--- src/rtl/sdram_burst_sched.sv ---
// Burst scheduler for sdram_control: treats SDRAM as a circular burst ring,
// arbitrating write/read bursts and holding the burst address stable.
module sdram_burst_sched #(
    parameter int ASIZE       = 12,
    parameter int BSIZE       = 2,
    parameter int SC_BL       = 8,
    parameter int BPR_BITS    = 6,
    parameter int ROW_BITS    = 12,
    parameter int FW          = 9,
    parameter int RFIFO_DEPTH = 512,
    parameter int TMO         = 1024
) (
    input  logic                         Clk,
    input  logic                         Rst_n,
    input  logic                         Init_done,
    input  logic                         Wr_en,
    input  logic                         Rd_en,
    input  logic [BSIZE-1:0]             Bank_sel,
    input  logic                         Addr_clr,
    input  logic [FW-1:0]                Wfifo_usedw,
    input  logic [FW-1:0]                Rfifo_usedw,
    input  logic                         Wdata_done,
    input  logic                         Rdata_done,
    output logic                         Wr,
    output logic                         Rd,
    output logic [ASIZE-1:0]             Caddr,
    output logic [ASIZE-1:0]             Raddr,
    output logic [BSIZE-1:0]             Baddr,
    output logic [BPR_BITS+ROW_BITS:0]   Fill,
    output logic                         Busy,
    output logic                         Err
);

    localparam int PW  = BPR_BITS + ROW_BITS;
    localparam int BLS = $clog2(SC_BL);
    localparam int CW  = $clog2(TMO + 1);

    typedef enum logic [2:0] {
        IDLE,
        ARB,
        WR_REQ,
        WR_WAIT,
        RD_REQ,
        RD_WAIT
    } state_t;

    state_t          state;
    state_t          state_n;
    logic [PW:0]     wr_ptr;
    logic [PW:0]     rd_ptr;
    logic [PW:0]     sel_ptr;
    logic [CW-1:0]   tmo_cnt;
    logic            last_wr;
    logic            clr_pend;
    logic            ring_empty;
    logic            ring_full;
    logic            wr_elig;
    logic            rd_elig;
    logic            grant_wr;
    logic            grant_rd;
    logic            wr_fin;
    logic            rd_fin;
    logic            tmo_hit;
    logic            burst_end;
    logic            in_wait;
    logic            in_req;
    logic [ASIZE-1:0] col_n;
    logic [ASIZE-1:0] row_n;

    assign ring_empty = (wr_ptr == rd_ptr);
    assign ring_full  = (wr_ptr[PW] != rd_ptr[PW]) &&
                        (wr_ptr[PW-1:0] == rd_ptr[PW-1:0]);

    assign wr_elig = Wr_en && (int'(Wfifo_usedw) >= SC_BL) && !ring_full;
    assign rd_elig = Rd_en && ((RFIFO_DEPTH - int'(Rfifo_usedw)) >= SC_BL)
                     && !ring_empty;

    assign in_req  = (state == WR_REQ) || (state == RD_REQ);
    assign in_wait = (state == WR_WAIT) || (state == RD_WAIT);

    assign Wr   = (state == WR_REQ);
    assign Rd   = (state == RD_REQ);
    assign Busy = in_req || in_wait;
    assign Fill = wr_ptr - rd_ptr;

    assign burst_end = wr_fin || rd_fin || tmo_hit;

    assign sel_ptr = grant_wr ? wr_ptr : rd_ptr;
    assign col_n   = ASIZE'(sel_ptr[BPR_BITS-1:0]) << BLS;
    assign row_n   = ASIZE'(sel_ptr[PW-1:BPR_BITS]);

    always_ff @(posedge Clk or negedge Rst_n) begin
        if (!Rst_n) state <= IDLE;
        else        state <= state_n;
    end

    // Round robin: with both eligible, write wins only if read went last.
    always_comb begin
        state_n  = state;
        grant_wr = 1'b0;
        grant_rd = 1'b0;
        wr_fin   = 1'b0;
        rd_fin   = 1'b0;
        tmo_hit  = 1'b0;
        unique case (state)
            IDLE: begin
                if (Init_done) state_n = ARB;
            end
            ARB: begin
                if (!Addr_clr) begin
                    if (wr_elig && (!rd_elig || !last_wr)) begin
                        grant_wr = 1'b1;
                        state_n  = WR_REQ;
                    end else if (rd_elig) begin
                        grant_rd = 1'b1;
                        state_n  = RD_REQ;
                    end
                end
            end
            WR_REQ: state_n = WR_WAIT;
            RD_REQ: state_n = RD_WAIT;
            WR_WAIT: begin
                if (Wdata_done) begin
                    wr_fin  = 1'b1;
                    state_n = ARB;
                end else if (tmo_cnt == CW'(TMO - 1)) begin
                    tmo_hit = 1'b1;
                    state_n = ARB;
                end
            end
            RD_WAIT: begin
                if (Rdata_done) begin
                    rd_fin  = 1'b1;
                    state_n = ARB;
                end else if (tmo_cnt == CW'(TMO - 1)) begin
                    tmo_hit = 1'b1;
                    state_n = ARB;
                end
            end
            default: state_n = IDLE;
        endcase
    end

    always_ff @(posedge Clk or negedge Rst_n) begin
        if (!Rst_n) begin
            wr_ptr   <= '0;
            rd_ptr   <= '0;
            tmo_cnt  <= '0;
            last_wr  <= 1'b0;
            clr_pend <= 1'b0;
            Err      <= 1'b0;
            Caddr    <= '0;
            Raddr    <= '0;
            Baddr    <= '0;
        end else begin
            if (in_req)       tmo_cnt <= '0;
            else if (in_wait) tmo_cnt <= tmo_cnt + 1'b1;

            if (grant_wr || grant_rd) begin
                Caddr <= col_n;
                Raddr <= row_n;
                Baddr <= Bank_sel;
            end

            if (tmo_hit) Err <= 1'b1;

            if (wr_fin)      last_wr <= 1'b1;
            else if (rd_fin) last_wr <= 1'b0;

            // A clear seen mid-burst replaces the completing increment.
            if (!Busy) begin
                if (Addr_clr) begin
                    wr_ptr <= '0;
                    rd_ptr <= '0;
                end
            end else if (burst_end) begin
                if (clr_pend || Addr_clr) begin
                    wr_ptr   <= '0;
                    rd_ptr   <= '0;
                    clr_pend <= 1'b0;
                end else if (wr_fin) begin
                    wr_ptr <= wr_ptr + 1'b1;
                end else if (rd_fin) begin
                    rd_ptr <= rd_ptr + 1'b1;
                end
            end else if (Addr_clr) begin
                clr_pend <= 1'b1;
            end
        end
    end

endmodule

--- config.mk ---
export PLATFORM = sky130hd
export DESIGN_NAME = sdram_burst_sched
export DESIGN_NICKNAME = d
export VERILOG_FILES = /design/src/rtl/sdram_burst_sched.sv
export SDC_FILE = /design/constraint.sdc
export NUM_CORES = 1
export LEC_CHECK = 0
export BUFFER_PORTS_ARGS = -buffer_cell sky130_fd_sc_hd__buf_2
export CAP_MARGIN = 5
export CORE_MARGIN = 4
export CORE_UTILIZATION = 51
export CTS_CLUSTER_DIAMETER = 30
export DETAILED_ROUTE_END_ITERATION = 12
export PLACE_DENSITY = 0.73
export SYNTH_ARGS = -nofsm -noshare
export SYNTH_HDL_FRONTEND = slang
export SYNTH_SLANG_ARGS = --single-unit
--- constraint.sdc ---
create_clock -name Clk -period 5.7 [get_ports Clk]
set_input_delay 0.855 -clock Clk [delete_from_list [all_inputs] [get_ports Clk]]
set_output_delay 0.855 -clock Clk [all_outputs]
set_load 0.02 [all_outputs]
==> results of run 1 <==
==> sequential cells by signal, summed over array words and instances (netlist names) <==
signal / count
Baddr: 2
Caddr: 6
Err: 1
Raddr: 12
clr_pend: 1
last_wr: 1
rd_ptr: 19
state: 3
tmo_cnt: 11
wr_ptr: 19
==> critical path: cells and delay by family, from the launching register on <==
kind	cells	cell delay, ps
compound gates	4	1240
flops	1	500
buf+inv	2	300
xor+xnor	1	130
fa+ha+maj	1	350
simple gates	2	390
==> cell usage after synthesis, types with 3 or more instances <==
cell | n | share of area
dfrtp_1 | 75 | 0.39
nor2_1 | 56 | 0.043
nand2_1 | 45 | 0.035
inv_1 | 30 | 0.023
a21oi_1 | 28 | 0.029
o21ai_0 | 24 | 0.025
xnor2_1 | 24 | 0.043
xor2_1 | 23 | 0.042
nand4_1 | 22 | 0.028
ha_1 | 21 | 0.054
mux2i_1 | 20 | 0.041
nand3_1 | 20 | 0.021
o21ai_1 | 19 | 0.020
nor3_1 | 9 | 0.0093
and3_1 | 8 | 0.010
a21o_1 | 7 | 0.011
a31oi_1 | 7 | 0.0091
buf_4 | 7 | 0.011
nor4_1 | 7 | 0.0091
or3_1 | 7 | 0.0091
buf_2 | 6 | 0.0062
clkbuf_1 | 6 | 0.0047
o21a_1 | 5 | 0.0078
nand2b_1 | 4 | 0.0052
nor2b_1 | 4 | 0.0052
nor3_2 | 4 | 0.0083
o31ai_1 | 4 | 0.0062
or2_2 | 4 | 0.0052
a2111oi_0 | 3 | 0.0054
and2_1 | 3 | 0.0039
nor2_2 | 3 | 0.0039
o21bai_1 | 3 | 0.0047
==> cells by family (layout without fill, tap and decap cells) <==
logic type,count (synthesis),after routing
xor+xnor,47,47
flops,75,75
simple gates,208,208
fa+ha+maj,22,22
other cells,1,6
buf+inv,53,116
mux,22,22
compound gates,117,117
==> per-stage QoR <==
| stage | std cells | total power, mW | setup WS [ps] | hold slack, ps | util |
|---|---|---|---|---|---|
| 3_5_place_dp | 726 | 1.41 | 2040 | 461 | 0.568 |
| 4_1_cts | 742 | 1.87 | 1600 | 485 | 0.591 |
| 5_1_grt | 742 | 1.98 | 1310 | 506 | 0.591 |
| 3_3_place_gp | 726 | 1.40 | 2080 | 458 | 0.568 |
| 6_report | 742 | 1.86 | 1570 | 475 | 0.591 |
| 2_1_floorplan | 550 | 1.23 | 2370 | 455 | - |
==> layer usage <==
metal  share of wire  up-vias  global-route usage
met2            0.45      125               0.314
li1                -     2050                   -
met1            0.48     1947               0.310
met4           0.022        0              0.0787
met5               0        -                   0
met3           0.053       31              0.0349
==> report_power, final <==
group          internal (mW)  switching (mW)  total, mW
registers              0.574          0.0597      0.634
clock network          0.247           0.208      0.455
logic                  0.269           0.499      0.768
==> worst min-delay path by stage <==
stage / endpoint / startpoint / slack [ps]
global placement: Caddr[3]$_DFFE_PN0P_ / Caddr[3]$_DFFE_PN0P_ / 460
detailed placement: Err$_DFFE_PN0P_ / Err$_DFFE_PN0P_ / 460
CTS: Caddr[3]$_DFFE_PN0P_ / Caddr[3]$_DFFE_PN0P_ / 480
finish: Caddr[4]$_DFFE_PN0P_ / Caddr[4]$_DFFE_PN0P_ / 480
global route: Caddr[3]$_DFFE_PN0P_ / Caddr[3]$_DFFE_PN0P_ / 510
floorplan: clr_pend$_DFFE_PN0P_ / clr_pend$_DFFE_PN0P_ / 460
==> cell type report <==
class | count | area, sq um | share of cell area
clock inverters | 6 | 90.1 | 0.0165
multi-input cells | 422 | 2740 | 0.501
repair buffers | 70 | 358 | 0.0655
inverters | 30 | 113 | 0.0206
clock buffers | 10 | 128 | 0.0234
flip-flops and latches | 75 | 1880 | 0.343
well taps | 129 | 161 | 0.0295
==> flow_summary.yaml, run 1 <==
run_status:
  run_status: "completed"
clock_tree:
  holdBufCountCts: 0
  cts_root_buf: "clkbuf_8"
  cts_buffers: 9
  clock-sinks: 75
  clk_pin_slew_ps: 90
  cts_max_level: 3
  cts_tree: "built"
  cts_setup_buffers: 0
  worstSkewPairLatency_ps: 360
  clk_path_buf_depth: 2
  cts-resized-gates: 0
global_routing:
  grt-ovfl-total: 0
  grt_max_degree: 76
  antenna_found_initial: 0
  grt_pass1_vias: 3931
  grt_first_pass_wirelength_mm: 19.1
  grt_usage: 0.211
sta:
  rsz0062_at_grt: "false"
  skew_ps: 14.5
  timing.final.crit_share: 0.725
  setup_tns_ps: 0
  hold_violations: 0
  max_freq_mhz: 242
  period_needed_ps: 4130
  slew_headroom: 0.190
  finalSetupViolCount: 0
  drv_slew: 0
  tightestPinTransition_ps: 1210
route:
  drtPass1Iterations: 5
  via_per_inst: 5.60
  drt_drc_violations_left: 0
  ant_nets: 0
  drt-initial-drc-count: 317
  wirelength_mm: 11.7
  routedWlPerCell_um: 15.8
  vias: 4153
floorplan:
  die_h_um: 105
  coreArea_sq_um: 9240
  fp-row-count: 35
  io_pins: 77
  dieArea_sq_um: 11100
  fp.dieW_um: 105
  start_util: 0.523
cells_and_area:
  area_growth_syn_to_layout_pct: 13.0
  final_cell_mix: "75 x dfrtp_1, 67 x buf_2, 56 x nor2_1, 45 x nand2_1, 30 x inv_1"
  mostFrequentLayoutCell: "dfrtp_1"
  antenna_cells: 0
  drive_above_1_share: 0.176
  num-fill-cells: 840
  nNetsFinal: 658
  final_area_sq_um: 5460
logic_synthesis:
  yosys.area_share.adder: 0.0585
  synth_xor_area_frac: 0.0851
  synth_top_flop_cell: "dfrtp_1"
  ys_types: 59
  synth_top_family_by_area: "simple AND/OR/NAND/NOR gates"
  ys_warn_count: 0
  synthSimpleGateAreaFrac: 0.219
  synth_edf_count: 0
  ys_ff_latch: 75
  synth_compound_area_frac: 0.152
  yosysSeqAreaShare: 0.388
  synth_area_per_cell_sq_um: 8.88
  ys_async_sr_fraction: 1.00
  netlist_area_sq_um: 4840
  muxShareOfSynthArea: 0.0460
  synth_cells: 545
worst_setup_path:
  r2r_end: "Baddr[1]$_DFFE_PN0P_"
  end_kind: "output port"
  reg2reg_depth: 9
  critPathKind: "reg -> out"
  crit_chain: "inv_1, ha_1, nor2b_1, o31a_1, o41ai_1, a31oi_1, a31oi_1, nor2b_1, xnor2_1, buf_2"
  worstPathArrival_ps: 3280
  critPathSlowestCell: "dfrtp_1"
  crit_end: "Fill[14]"
  reg2reg_slack_ps: 2560
  cp-startpoint: "rd_ptr[2]$_DFFE_PN0P_"
  start_kind: "flip-flop"
  cp_max_fo: 8
  critical-path-max-stage-delay_ps: 500
  critPathRequiredTime_ps: 4850
  r2r-start: "rd_ptr[9]$_DFFE_PN0P_"
min_path:
  holdPathStages: 2
  hold_path_class: "reg -> reg"
power_and_ir_drop:
  ir_drop_v: 0.000179
  leakage_nw: 2.52
  power.density_nw_per_um2: 340
placed_design:
  port_buffers: 67
  placed_area_sq_um: 5250
  hpwl_mm: 8.67
  gp_congestion: 0.896
job:
  cap_violations: 0
Note: power is estimated with default switching activity, not from simulation.
==> inputs of run 2 (changes only) <==
PLACE_DENSITY = 0.76   (was 0.73)
clock period = 3.8 ns   (was 5.7 ns; I/O delays follow)
==> run 2 against run 1 <==
Net effect:
- cell area barely moved
- sequential cell count did not move
- global-route usage fell by 0.27 points
- via count rose by 0.79%
- clock power rose by 25%
- highest routed layer unchanged
- critical endpoint unchanged
- cell count did not move
==> flow_summary.yaml, run 2 (same netlist as run 1, synthesis figures left out) <==
power_and_ir_drop:
  clkPwrFrac: 0.211
  ir_drop_v: 0.000227
  switching_share: 0.417
  leakage_nw: 2.53
  combPwrFrac: 0.435
  power.density_nw_per_um2: 492
  intPower_mw: 1.57
  seq_power_share: 0.354
  p_switching_mw: 1.12
clock_tree:
  worstSkewPairLatency_ps: 340
  cts_max_level: 3
  cts_buffers: 9
  cts_setup_buffers: 0
  clk_path_buf_depth: 2
  cts_tree: "built"
  cts_root_buf: "clkbuf_8"
  clock-sinks: 75
  clk_pin_slew_ps: 80
worst_setup_path:
  cp_top_family: "compound AO/OA/AOI/OAI gates"
  critPathRequiredTime_ps: 3230
  start_kind: "flip-flop"
  end_kind: "output port"
  crit_top_cell: "nor2b_1"
  critical-path-max-stage-delay_ps: 420
  reg2reg_slack_ps: 620
  worstPathArrival_ps: 3000
  critPathSlowestCell: "dfrtp_1"
  cp_max_fo: 4
  critPathBufInv: 2
  critPathKind: "reg -> out"
  crit_chain: "inv_1, ha_1, fa_1, nor2b_1, o31a_1, o41ai_2, a31oi_2, a31oi_1, nor2b_1, xnor2_1, buf_2"
route:
  drtPass1Iterations: 5
  drt-initial-drc-count: 312
  wirelength_mm: 11.4
  via_per_inst: 5.64
  ant_nets: 0
  drt_drc_violations_left: 0
  vias: 4186
  routedWlPerCell_um: 15.4
sta:
  finalSetupViolCount: 0
  setup_tns_ps: 0
  skew_ps: 10.2
  max_freq_mhz: 280
  tightestPinTransition_ps: 855
  hold_violations: 0
  timing.final.crit_share: 0.940
  slew_headroom: 0.425
  worst_hold_slack_ps: 253
  rsz0062_at_grt: "false"
  period_needed_ps: 3570
  drv_slew: 0
floorplan:
  fp-row-count: 35
  fp.dieW_um: 105
  io_pins: 77
  dieArea_sq_um: 11100
  coreArea_sq_um: 9240
  start_util: 0.523
  die_h_um: 105
global_routing:
  grt_first_pass_wirelength_mm: 19.0
  grt-ovfl-total: 0
  grt_max_degree: 36
  antenna_found_initial: 0
  grt_usage: 0.209
  grt_pass1_vias: 3987
placed_design:
  port_buffers: 67
  gp_congestion: 0.896
  hpwl_mm: 8.79
run_status:
  run_status: "completed"
cells_and_area:
  ff_latch_area_sq_um: 1880
  num-fill-cells: 835
  drive_above_1_share: 0.188
  antenna_cells: 0
  mostFrequentLayoutCell: "dfrtp_1"
  finish.utilization: 0.591
  final_cell_mix: "73 x dfrtp_1, 67 x buf_2, 56 x nor2_1, 45 x nand2_1, 30 x inv_1"
  nNetsFinal: 661
  area_growth_syn_to_layout_pct: 12.9
  reg.largest.list: "rd_ptr: 19 flops, wr_ptr: 19 flops, Raddr: 12 flops"
  multi_input_area_sq_um: 2760
min_path:
  hold_path_class: "in -> async"
job:
  cap_violations: 0
[run 2: changes by cell type in the layout (fill, tap and decap cells not counted), moves of 2 or more]
cell,previous run,this run
dfrtp_1,75,73
clkinv_4,2,0
clkinv_2,1,3
dfrtp_2,0,2
buf_4,3,6
[run 2: what timing repair did]
action	4_1_cts	5_1_grt
gates resized for setup	0	6
setup endpoints to repair	0	4
hold buffers	0	0
[run 2: stage by stage]
stage / setup WS, ps / cells / instance area [sq um] / power [mW]
floorplan: 756 / 550 / 4860 / 1.84
global placement: 518 / 729 / 5270 / 2.10
detailed placement: 517 / 729 / 5270 / 2.13
CTS: 87.4 / 742 / 5440 / 2.69
global route: 30.6 / 742 / 5460 / 2.86
finish: 227 / 742 / 5460 / 2.69
[run 2: area by class of cell]
class | instances | share of cell area
Multi-Input combinational cell | 422 | 0.505
Sequential cell | 75 | 0.344
Timing Repair Buffer | 73 | 0.0696
Tap cell | 129 | 0.0296
Clock buffer | 9 | 0.0227
Inverter | 30 | 0.0206
Clock inverter | 4 | 0.00825
[run 2: per-layer routing]
metal	part of all wire	up-vias	GRT usage
li1	-	2052	-
met1	0.48	1965	0.300
met5	0	-	0
met4	0.018	0	0.0703
met3	0.052	23	0.0306
met2	0.45	146	0.323
[run 2: final timing paths]
kind                       cells after the start                    end             startpoint
max                                           11               Fill[14]  wr_ptr[0]$_DFFE_PN0P_
max reg2reg                                    9   Caddr[4]$_DFFE_PN0P_  rd_ptr[9]$_DFFE_PN0P_
min in group Clk                               2   Baddr[0]$_DFFE_PN0P_            Bank_sel[0]
max in group asynchronous                      2  rd_ptr[3]$_DFFE_PN0P_                  Rst_n
min reg2reg                                    2   Caddr[7]$_DFFE_PN0P_   Caddr[7]$_DFFE_PN0P_
min                                            1  wr_ptr[7]$_DFFE_PN0P_                  Rst_n
[run 2: power groups by stage]
| stage | registers [mW] | logic (mW) | clock network [mW] |
|---|---|---|---|
| floorplan | 0.944 | 0.894 | 0 |
| global placement | 0.959 | 1.15 | 0 |
| detailed placement | 0.964 | 1.17 | 0 |
| CTS | 0.948 | 1.17 | 0.575 |
| global route | 0.964 | 1.29 | 0.604 |
| finish | 0.950 | 1.17 | 0.567 |
[run 2: worst reg2reg max path: stages (launching register included)]
cell	delay, ps
dfrtp_1	490
inv_1	130
ha_1	380
nand4_1	170
nor4_1	550
a31oi_1	190
o22ai_1	250
or4_1	410
buf_4	340
o21ai_0	130
